[src/rtl/mc6809_bus_pkg.sv]
// Shared constants and state type for the 6809 bus DMA arbiter.
package mc6809_bus_pkg;

    localparam int unsigned ADDR_W        = 16;
    localparam int unsigned DATA_W        = 8;

    // Transfers per grant before the bus is forcibly handed back to the CPU.
    localparam int unsigned MAX_BURST     = 14;
    // fallE strobes to wait for BA/BS before abandoning a grant request.
    localparam int unsigned GRANT_TIMEOUT = 16;
    // fallE strobes the CPU keeps the bus between two grants.
    localparam int unsigned MIN_GAP       = 1;

    localparam int unsigned BURST_W       = 4;
    localparam int unsigned TMO_W         = 5;
    localparam int unsigned GAP_W         = 4;

    typedef enum logic [2:0] {
        IDLE = 3'd0,
        REQ  = 3'd1,
        XFER = 3'd2,
        REL  = 3'd3,
        GAP  = 3'd4
    } arb_state_e;

endpackage

[src/rtl/mc6809_dma_arbiter.sv]
// Shares the 6809 external bus between the CPU and one DMA requester via nDMA/BREQ.
module mc6809_dma_arbiter
    import mc6809_bus_pkg::*;
(
    input  logic              CLK,
    input  logic              RESET,
    input  logic              fallE,
    input  logic              BA,
    input  logic              BS,
    input  logic [DATA_W-1:0] Din,
    input  logic              req,
    input  logic              req_wr,
    input  logic [ADDR_W-1:0] req_addr,
    input  logic [DATA_W-1:0] req_wdata,
    output logic              nDMA,
    output logic              bus_own,
    output logic [ADDR_W-1:0] ADDR,
    output logic              RnW,
    output logic [DATA_W-1:0] Dout,
    output logic              ack,
    output logic [DATA_W-1:0] rdata,
    output logic              timeout
);

    arb_state_e          state_q,   state_d;
    logic [BURST_W-1:0]  burst_q,   burst_d;
    logic [TMO_W-1:0]    tmo_q,     tmo_d;
    logic [GAP_W-1:0]    gap_q,     gap_d;
    logic                ndma_q,    ndma_d;
    logic                bus_own_q, bus_own_d;
    logic                ack_q,     ack_d;
    logic                timeout_q, timeout_d;
    logic [DATA_W-1:0]   rdata_q,   rdata_d;
    logic [BURST_W-1:0]  burst_inc;

    // State register and registered outputs; synchronous reset to the idle, CPU-owned bus.
    always_ff @(posedge CLK) begin
        if (RESET) begin
            state_q   <= IDLE;
            burst_q   <= '0;
            tmo_q     <= '0;
            gap_q     <= '0;
            ndma_q    <= 1'b1;
            bus_own_q <= 1'b0;
            ack_q     <= 1'b0;
            timeout_q <= 1'b0;
            rdata_q   <= '0;
        end else begin
            state_q   <= state_d;
            burst_q   <= burst_d;
            tmo_q     <= tmo_d;
            gap_q     <= gap_d;
            ndma_q    <= ndma_d;
            bus_own_q <= bus_own_d;
            ack_q     <= ack_d;
            timeout_q <= timeout_d;
            rdata_q   <= rdata_d;
        end
    end

    // Next-state logic; apart from IDLE->REQ every decision waits for a fallE strobe.
    always_comb begin
        state_d   = state_q;
        burst_d   = burst_q;
        tmo_d     = tmo_q;
        gap_d     = gap_q;
        ndma_d    = ndma_q;
        bus_own_d = bus_own_q;
        ack_d     = 1'b0;
        timeout_d = 1'b0;
        rdata_d   = rdata_q;
        // Saturating so a stray extra strobe can never wrap past the limit.
        burst_inc = (burst_q == BURST_W'(MAX_BURST)) ? burst_q : burst_q + BURST_W'(1);

        unique case (state_q)
            IDLE: begin
                if (req) begin
                    state_d = REQ;
                    ndma_d  = 1'b0;
                    burst_d = '0;
                    tmo_d   = '0;
                end
            end

            REQ: begin
                if (fallE) begin
                    // A grant on the same strobe as the timeout wins.
                    if (BA && BS) begin
                        state_d   = XFER;
                        bus_own_d = 1'b1;
                    end else if (tmo_q == TMO_W'(GRANT_TIMEOUT - 1)) begin
                        state_d   = REL;
                        ndma_d    = 1'b1;
                        timeout_d = 1'b1;
                    end else begin
                        tmo_d = tmo_q + TMO_W'(1);
                    end
                end
            end

            XFER: begin
                if (fallE) begin
                    if (req) begin
                        ack_d   = 1'b1;
                        burst_d = burst_inc;
                        if (!req_wr) begin
                            rdata_d = Din;
                        end
                        // Burst limit releases even with req still high; it waits for the next grant.
                        if (burst_inc == BURST_W'(MAX_BURST)) begin
                            state_d   = REL;
                            ndma_d    = 1'b1;
                            bus_own_d = 1'b0;
                        end
                    end else begin
                        state_d   = REL;
                        ndma_d    = 1'b1;
                        bus_own_d = 1'b0;
                    end
                end
            end

            REL: begin
                if (fallE && !BA) begin
                    state_d = GAP;
                    gap_d   = '0;
                end
            end

            GAP: begin
                if (fallE) begin
                    if (gap_q == GAP_W'(MIN_GAP - 1)) begin
                        state_d = IDLE;
                    end else begin
                        gap_d = gap_q + GAP_W'(1);
                    end
                end
            end

            default: begin
                state_d   = IDLE;
                ndma_d    = 1'b1;
                bus_own_d = 1'b0;
            end
        endcase
    end

    assign nDMA    = ndma_q;
    assign bus_own = bus_own_q;
    assign ack     = ack_q;
    assign timeout = timeout_q;
    assign rdata   = rdata_q;

    // Bus-side fields follow the requester directly while we own the bus, idle values otherwise.
    assign ADDR = bus_own_q ? req_addr  : '0;
    assign RnW  = bus_own_q ? ~req_wr   : 1'b1;
    assign Dout = bus_own_q ? req_wdata : '0;

endmodule

[config.mk]
export PLATFORM = sky130hd
export DESIGN_NAME = mc6809_dma_arbiter
export DESIGN_NICKNAME = d
export VERILOG_FILES = /design/src/rtl/mc6809_bus_pkg.sv /design/src/rtl/mc6809_dma_arbiter.sv
export SDC_FILE = /design/constraint.sdc
export NUM_CORES = 1
export LEC_CHECK = 0
export BUFFER_PORTS_ARGS = -buffer_cell sky130_fd_sc_hd__buf_2
export CAP_MARGIN = 30
export CELL_PAD_IN_SITES_DETAIL_PLACEMENT = 0
export CELL_PAD_IN_SITES_GLOBAL_PLACEMENT = 2
export CORE_MARGIN = 1.5
export CORE_UTILIZATION = 24
export CTS_BUF_LIST = sky130_fd_sc_hd__clkbuf_4
export CTS_CLUSTER_DIAMETER = 80
export DETAILED_ROUTE_END_ITERATION = 10
export PLACE_DENSITY_LB_ADDON = 0.1
export SYNTH_ARGS = -nofsm -noshare
export SYNTH_HDL_FRONTEND = slang
export SYNTH_SLANG_ARGS = --single-unit
[constraint.sdc]
create_clock -name CLK -period 1.8 [get_ports CLK]
set_input_delay 0.18 -clock CLK [delete_from_list [all_inputs] [get_ports CLK]]
set_output_delay 0.18 -clock CLK [all_outputs]
set_load 0.1 [all_outputs]
==> metrics.cfg, run 1 <==
[status]
status=finished with violations
violations=setup timing

[critical_path]
cp_data_required_time_ps=2080
end_kind=flop
arrival_ps=2120
worstSetupPathType=reg2reg
critPathCapture=tmo_q[3]
r2r-end=tmo_q[3]
crit_fanout=4
ff2ff_setup_slack_ps=-40
reg2reg_depth=8
cp-startpoint=tmo_q[0]
rr_startpoint=tmo_q[0]
worstSetupStartpointType=flop

[die]
die_h_um=86.99
rows=30
die_w_um=86.99
pin_count=76
die_area_mm2=0.007566
start_util=0.2492
core_mm2=0.006794

[synth]
ys_seq_elements=28
yosysWarnings=0
ys_seq_area_frac=0.3311
synth.largest_area_cell=dfxtp_1
yosysMostFrequentCell=dfxtp_1
netlist_area_mm2=0.001693
synth_fp_nets=242
synthCells=197
synth-edff-count=0
synthDistinctLibCells=45
yosysTopAreaCellShare=0.3311
yosys-top-cells-count=dfxtp_1 (28), and2_1 (24), nor2_1 (18)
ys.flop_type=dfxtp_1
synth_area_leaders=dfxtp_1 (33%), and2_1 (8.9%), mux2i_1 (7.1%), a21oi_1 (4.7%), ha_1 (4.4%)
syn_area_per_cell_um2=8.593
ys_async_sr_fraction=0

[layout]
nets=340
final-instance-count-excl-fill=390
drive_gt1_frac=0.5408
diodes=0
syn_to_final_growth_pct=47.60

[sta]
worst_slack_ps=-40.66
fin_hold_ws_ps=57.78
rsz0062_at_grt=yes
fin_crit_sh=1.023
maxSlewViolCount=0
hold_violations=0
worst_pin_slew_ps=559.3
fmax_ghz=0.5433
clock_skew_ps=6.175
relSlewSlack=0.6272
setup_viol=3
fin_crit_ps=1841

[placement]
gp_congestion=0.7283
place_inst=382
numPortBuffers=75
hpwl_mm=3.433

[clock_network]
clock_latency_ps=340
cts_tree=yes
cts_buffers=3
clock_path_buffers=2
root_buffer=clkbuf_4
cts_sinks=28
htreeDepth=1
path_clk_slew_ps=170

[power]
total_power_uw=2145
p_leak_uw=0.001150
powerDensity_mw_per_mm2=858.3
vdd_drop_max_v=0.0003056

[drt]
vias=1721
avgRoutedWirePerCell_um=11.66
route.antenna.remaining_nets=0
routed_wl_mm=4.547
firstDrtPassIters=4
viasPerCell=4.413
drt_iter0_drc=54
route.detailed.drc=0

[global_route]
gr-usage-all-layers=0.1170
grt_antenna_before_repair=0
gr-total-overflow=0
grt_pass1_vias=1526
grt_pass1_wl_mm=7.093
grt_max_degree=31

[worst_hold_path]
hp-class=in2reg

[flow_run]
max_cap_violations=0

-- where the power goes --
group / switching [µW] / internal [µW]
clock network: 210 / 225
registers: 86.1 / 664
logic: 623 / 336
total: 919 / 1230
-- area by class of cell --
class | count | area, µm²
fill | 702 | 4295
clock inverter | 1 | 30.03
multi-input combinational | 152 | 1140
inverter | 7 | 26.28
tap | 96 | 120.1
sequential | 28 | 570.5
timing repair buffer | 103 | 589.3
clock buffer | 3 | 22.52
-- logic make-up (layout without fill, tap and decap cells) --
logic type               after synthesis  in the layout  share of synthesized area
multiplexers                          12             12                    0.07096
AO/OA/AOI/OAI                         33             33                     0.1242
XOR/XNOR                               4              4                    0.02069
flip-flops                            28             28                     0.3311
AND/OR/NAND/NOR                       97             97                     0.3459
buffers and inverters                 17            114                    0.06282
adder cells (fa/ha/maj)                6              6                    0.04434
-- cells in the final DEF, fill, tap and decap left out, types with 7 or more instances in the layout --
master	Yosys	final
and2_4	0	11
inv_1	7	7
buf_4	1	27
nor2_1	18	18
a21oi_1	16	15
nor3_1	8	7
mux2i_1	12	11
buf_2	1	75
and2_2	0	13
dfxtp_1	28	22
nand2_1	12	10
-- worst min path at each step --
stage | to | depth (start not counted) | from
final | rdata[1] | 3 | Din[1]
after detailed placement | rdata[1] | 3 | Din[1]
after global routing | rdata[1] | 3 | Din[1]
after CTS | rdata[6] | 3 | Din[6]
after floorplan | rdata[0] | 2 | Din[0]
after global placement | rdata[4] | 3 | Din[4]
-- flip-flops by register name, summed over array words and instances (netlist names) --
register / count
timeout: 1
bus_own: 1
tmo_q: 5
nDMA: 1
burst_q: 4
rdata: 8
gap_q: 4
state_q: 3
ack: 1
-- per-layer routing --
metal,vias up,wire [µm],GRT usage
met5,-,0,0
met4,0,34,0.02639
met3,4,281,0.01327
met2,63,2087,0.2100
met1,778,2143,0.1492
li1,876,-,-
-- metrics by stage --
step	worst slack (ps)	cell area, µm²	utilization	setup TNS (ps)
finish	-40.66	2499	0.3678	-80.25
global route	-130.1	2499	0.3678	-540.3
CTS	-31.31	2432	0.3580	-44.31
detailed placement	-31.41	2342	0.3448	-43.28
global placement	5.802	2342	0.3448	0
floorplan	-93.72	1747	-	-801.4
-- timing repair --
item / in CTS / in global routing
endpoints found under the setup margin: 27 / 12
setup buffers: 0 / 4
hold buffers: 0 / 0
resized for setup: 7 / 11
pin swaps: 2 / 11
-- critical path: stages (launching register included) --
cell	delay (ps)
dfxtp_2	370
ha_4	160
and3_4	180
ha_4	160
nor4b_4	320
buf_4	180
nand4_1	90
xor2_1	170
nor3_1	150
Note: power is estimated with default switching activity, not from simulation.
==> inputs of run 2 (changes only) <==
--- a/config.mk
+++ b/config.mk
@@ -9,12 +9,12 @@
 export CAP_MARGIN = 30
 export CELL_PAD_IN_SITES_DETAIL_PLACEMENT = 0
 export CELL_PAD_IN_SITES_GLOBAL_PLACEMENT = 2
-export CORE_MARGIN = 1.5
-export CORE_UTILIZATION = 24
-export CTS_BUF_LIST = sky130_fd_sc_hd__clkbuf_4
+export CORE_UTILIZATION = 23
+export CTS_BUF_LIST = sky130_fd_sc_hd__clkbuf_16
 export CTS_CLUSTER_DIAMETER = 80
 export DETAILED_ROUTE_END_ITERATION = 10
 export PLACE_DENSITY_LB_ADDON = 0.1
+export SKIP_LAST_GASP = 1
 export SYNTH_ARGS = -nofsm -noshare
 export SYNTH_HDL_FRONTEND = slang
 export SYNTH_SLANG_ARGS = --single-unit
==> metrics.cfg, run 2 (synthesis results as in run 1) <==
[clock_network]
cts_tree=yes
clock_latency_ps=270
path_clk_slew_ps=70
cts_buffers=3
cts_sinks=28
root_buffer=clkbuf_16
clock_path_buffers=2
htreeDepth=1

[power]
p_sw_frac=0.3898
powerDensity_mw_per_mm2=909.7
total_power_uw=2413
p_int_uw=1473
clkPwrFrac=0.280
p_leak_uw=0.001177
power_frac_seq=0.308
p_comb_frac=0.412
p_sw_uw=940.5
vdd_drop_max_v=0.0003573

[global_route]
grt_util_met2=0.2008
gr-usage-all-layers=0.1224
grt_pass1_vias=1547
grt_antenna_before_repair=0
grt_pass1_wl_mm=7.424
grtUsageMet3=0.02733
grt-busiest-layer=met2
grt_max_degree=28
grtUsageMet1=0.1670
gr-total-overflow=0

[critical_path]
worstSetupPathType=reg2reg
worstSetupStartpointType=flop
cp_data_required_time_ps=2000
crit_fanout=2
end_kind=flop
arrival_ps=2000

[die]
start_util=0.2438
core_mm2=0.006944
rows=30
die_w_um=87.79
die_area_mm2=0.007707
pin_count=76
die_h_um=87.79

[sta]
fin_crit_ps=1803
hold_violations=0
fin_hold_ws_ps=143.8
maxSlewViolCount=0
fmax_ghz=0.5546
worst_slack_ps=-2.983
clock_skew_ps=5.576
setup_viol=1
relSlewSlack=0.6341
fin_crit_sh=1.002
worst_pin_slew_ps=548.8
rsz0062_at_grt=yes

[layout]
largest_reg_flops=8
design_area_mm2=0.002653
fillers=708
syn_to_final_growth_pct=56.69
layout_common_cells=buf_2 (65), buf_4 (24), dfxtp_1 (23)
layout_commonest_cell=buf_2
nets=336
diodes=0
drive_gt1_frac=0.5276

[placement]
place_area_mm2=0.002462
gp_congestion=0.7230
hpwl_mm=3.424
numPortBuffers=75

[drt]
drt_iter0_drc=48
viasPerCell=4.275
route.detailed.drc=0
firstDrtPassIters=4
routed_wl_mm=4.537
route.antenna.remaining_nets=0
avgRoutedWirePerCell_um=11.75
vias=1650

[status]
violations=setup timing
status=finished with violations

[flow_run]
max_cap_violations=0

[worst_hold_path]
hp-class=in2reg

## run 2: changes by cell type in the layout (fill, tap and decap cells not counted), moves of 3 or more
cell	before	now
clkbuf_16	0	3
buf_4	27	24
clkbuf_4	3	0
buf_2	75	65
buf_12	0	10
## run 2: per-layer routing
layer,part of all wire,vias to the layer above
li1,-,870
met1,0.47,737
met2,0.48,41
met3,0.045,2
met4,0.0026,0
met5,0,-
## run 2: final cells by class
cell class | instances | area, µm² | share of cell area
Clock buffer | 3 | 75.07 | 0.02830
Clock inverter | 1 | 30.03 | 0.01132
Inverter | 7 | 26.28 | 0.009906
Multi-Input combinational cell | 152 | 1129 | 0.4255
Sequential cell | 28 | 566.8 | 0.2137
Tap cell | 96 | 120.1 | 0.04528
Timing Repair Buffer | 99 | 705.7 | 0.2660
## run 2: final timing paths
kind / slack (ps) / startpoint / endpoint / cells after the start
worst max register to register: -3 / tmo_q[0] / tmo_q[4] / 7
worst min register to register: 490 / tmo_q[4] / tmo_q[4] / 2
worst min-delay path: 140 / Din[0] / rdata[0] / 3
worst max-delay path: -3 / tmo_q[0] / tmo_q[4] / 7
## run 2: critical path, cell delays in order, from the launching register on
cell and delay, ps:
dfxtp_2 340, ha_4 150, and3_4 180, ha_4 160, nor4b_4 300, nor2_2 60, or4_4 410, a21oi_2 120
## run 2: power by group through the flow
| stage | sequential (µW) | clock, µW | combinational, µW |
|---|---|---|---|
| after floorplan | 851 | 0 | 581 |
| after global placement | 753 | 0 | 976 |
| after detailed placement | 753 | 0 | 963 |
| after CTS | 739 | 704 | 975 |
| after global routing | 756 | 733 | 1070 |
| final | 743 | 676 | 995 |
## run 2: timing repair
| action | in CTS | in global routing |
|---|---|---|
| setup buffers | 2 | 2 |
| hold buffers | 0 | 0 |
| pin swaps | 3 | 8 |
| endpoints found under the setup margin | 3 | 13 |
| resized for setup | 2 | 11 |
## run 2: through the flow
| step | utilization | std cells | setup slack, ps | setup TNS [ps] |
|---|---|---|---|---|
| CTS | 0.3741 | 384 | -17.14 | -33.37 |
| global route | 0.3820 | 386 | -96.28 | -272.5 |
| floorplan | - | 197 | -93.72 | -801.4 |
| global placement | 0.3546 | 378 | 13.21 | 0 |
| detailed placement | 0.3546 | 378 | -39.90 | -39.90 |
| finish | 0.3820 | 386 | -2.983 | -2.983 |
==> inputs of run 3 (changes only) <==
--- a/config.mk
+++ b/config.mk
@@ -9,8 +9,8 @@
 export CAP_MARGIN = 30
 export CELL_PAD_IN_SITES_DETAIL_PLACEMENT = 0
 export CELL_PAD_IN_SITES_GLOBAL_PLACEMENT = 2
-export CORE_UTILIZATION = 23
-export CTS_BUF_LIST = sky130_fd_sc_hd__clkbuf_16
+export CORE_UTILIZATION = 27
+export CTS_BUF_LIST = sky130_fd_sc_hd__clkbuf_4
 export CTS_CLUSTER_DIAMETER = 80
 export DETAILED_ROUTE_END_ITERATION = 10
 export PLACE_DENSITY_LB_ADDON = 0.1
==> constraint.sdc (replaced) <==
create_clock -name CLK -period 1.95 [get_ports CLK]
set_input_delay 0.195 -clock CLK [delete_from_list [all_inputs] [get_ports CLK]]
set_output_delay 0.195 -clock CLK [all_outputs]
set_load 0.1 [all_outputs]
==> metrics.cfg, run 3 (synthesis results as in run 1) <==
[clock_network]
cts_tree=yes
postCtsHoldBufs=0
path_clk_slew_ps=170
clock_path_buffers=2
root_buffer=clkbuf_4
cts_buffers=3
cts_sinks=28
clock_latency_ps=340
htreeDepth=1

[sta]
setup-tns-final_ps=0
fmax_ghz=0.5261
fin_hold_ws_ps=70.24
clock_skew_ps=6.907
fin_crit_ps=1901
rsz0062_at_grt=yes
maxSlewViolCount=0
relSlewSlack=0.6355
fin_crit_sh=0.9748
worst_pin_slew_ps=546.7
setup_viol=0
hold_violations=0

[critical_path]
arrival_ps=2190
crit_fanout=3
rr_startpoint=tmo_q[0]
end_kind=flop
cp_data_required_time_ps=2240
worstSetupStartpointType=flop
worstSetupPathType=reg2reg
cp-startpoint=tmo_q[0]

[drt]
route.detailed.drc=0
viasPerCell=4.602
firstDrtPassIters=4
avgRoutedWirePerCell_um=12.16
vias=1620
route.antenna.remaining_nets=0
routed_wl_mm=4.279
drt_iter0_drc=60

[power]
p_leak_uw=0.001049
p_int_uw=1078
p_sw_frac=0.4324
p_comb_frac=0.429
vdd_drop_max_v=0.0004459
powerDensity_mw_per_mm2=836.6
power_frac_seq=0.358
clkPwrFrac=0.212
p_sw_uw=821.4

[global_route]
grt-busiest-layer=met2
grt_pass1_vias=1450
gr-usage-all-layers=0.1326
grtUsageMet3=0.02921
gr-total-overflow=0
grt_util_met2=0.2294
grt_pass1_wl_mm=6.706
grt_max_degree=31
grt_antenna_before_repair=0
grtUsageMet1=0.1677

[die]
die_area_mm2=0.006590
pin_count=76
die_w_um=81.18
core_mm2=0.005991
start_util=0.2826
rows=28
die_h_um=81.18

[placement]
hpwl_mm=3.251
place_inst=347
place_area_mm2=0.002182
numPortBuffers=75
gp_congestion=0.7319

[worst_hold_path]
hp-class=in2reg
min_from=Din[6]

[status]
status=finished clean

[layout]
design_area_mm2=0.002271
syn_to_final_growth_pct=34.15
final-instance-count-excl-fill=352
diodes=0
multiInputGateArea_mm2=0.001076
layout_commonest_cell=buf_2
fillers=637
layout_common_cells=buf_2 (75), dfxtp_1 (25), and2_2 (19)
largest_reg_flops=8
nets=323
final-seq-area_um2=564.3
drive_gt1_frac=0.4621

[flow_run]
max_cap_violations=0

run 3: cell count changes in the layout (fill, tap and decap cells not counted), moves of 3 or more:
cell / change
buf_4: -13
and2_4: -11
buf_12: -10
buf_2: +10
and2_2: +6
and2_1: +5
clkbuf_16: -3
clkbuf_4: +3
run 3: repair_timing:
action,CTS,global route
resized for setup,2,5
setup buffers,0,1
hold endpoints to repair,0,0
pin swaps,1,2
endpoints found under the setup margin,2,4
run 3: path summary, 6_finish.rpt:
path	to	slack, ps	depth (start not counted)
setup / recovery	tmo_q[4]	50	7
hold / removal	rdata[6]	70	3
setup reg to reg	tmo_q[4]	50	7
hold reg to reg	tmo_q[4]	480	2
run 3: routing by layer:
metal	part of all wire	routed length (µm)
met1	0.47	2001
met2	0.47	2025
met3	0.054	229
met4	0.0054	23
met5	0	0
run 3: area by class of cell:
cell class                      count  area share
Clock buffer                        3    0.009917
Tap cell                           75     0.04132
Timing Repair Buffer               86      0.2017
Inverter                            7     0.01157
Clock inverter                      1     0.01322
Multi-Input combinational cell    152      0.4738
Sequential cell                    28      0.2485
run 3: critical path, stage by stage, from the launching register on:
cell and delay (ps):
dfxtp_2 370, ha_1 200, and3_4 190, ha_4 170, nor4b_4 310, nor2_2 60, or4_1 420, a21oi_2 120
run 3: power by group through the flow:
stage / registers [µW] / logic [µW] / clock network, µW
6_report: 681 / 815 / 404
5_1_grt: 692 / 875 / 449
4_1_cts: 681 / 817 / 423
3_5_place_dp: 693 / 815 / 0
3_3_place_gp: 695 / 820 / 0
2_1_floorplan: 784 / 527 / 0
run 3: per-stage QoR:
step	utilization	power (µW)	setup slack, ps
4_1_cts	0.3736	1922	29.26
3_5_place_dp	0.3642	1508	8.625
6_report	0.3791	1900	49.13
2_1_floorplan	-	1311	12.52
3_3_place_gp	0.3642	1515	52.49
5_1_grt	0.3791	2015	-41.82
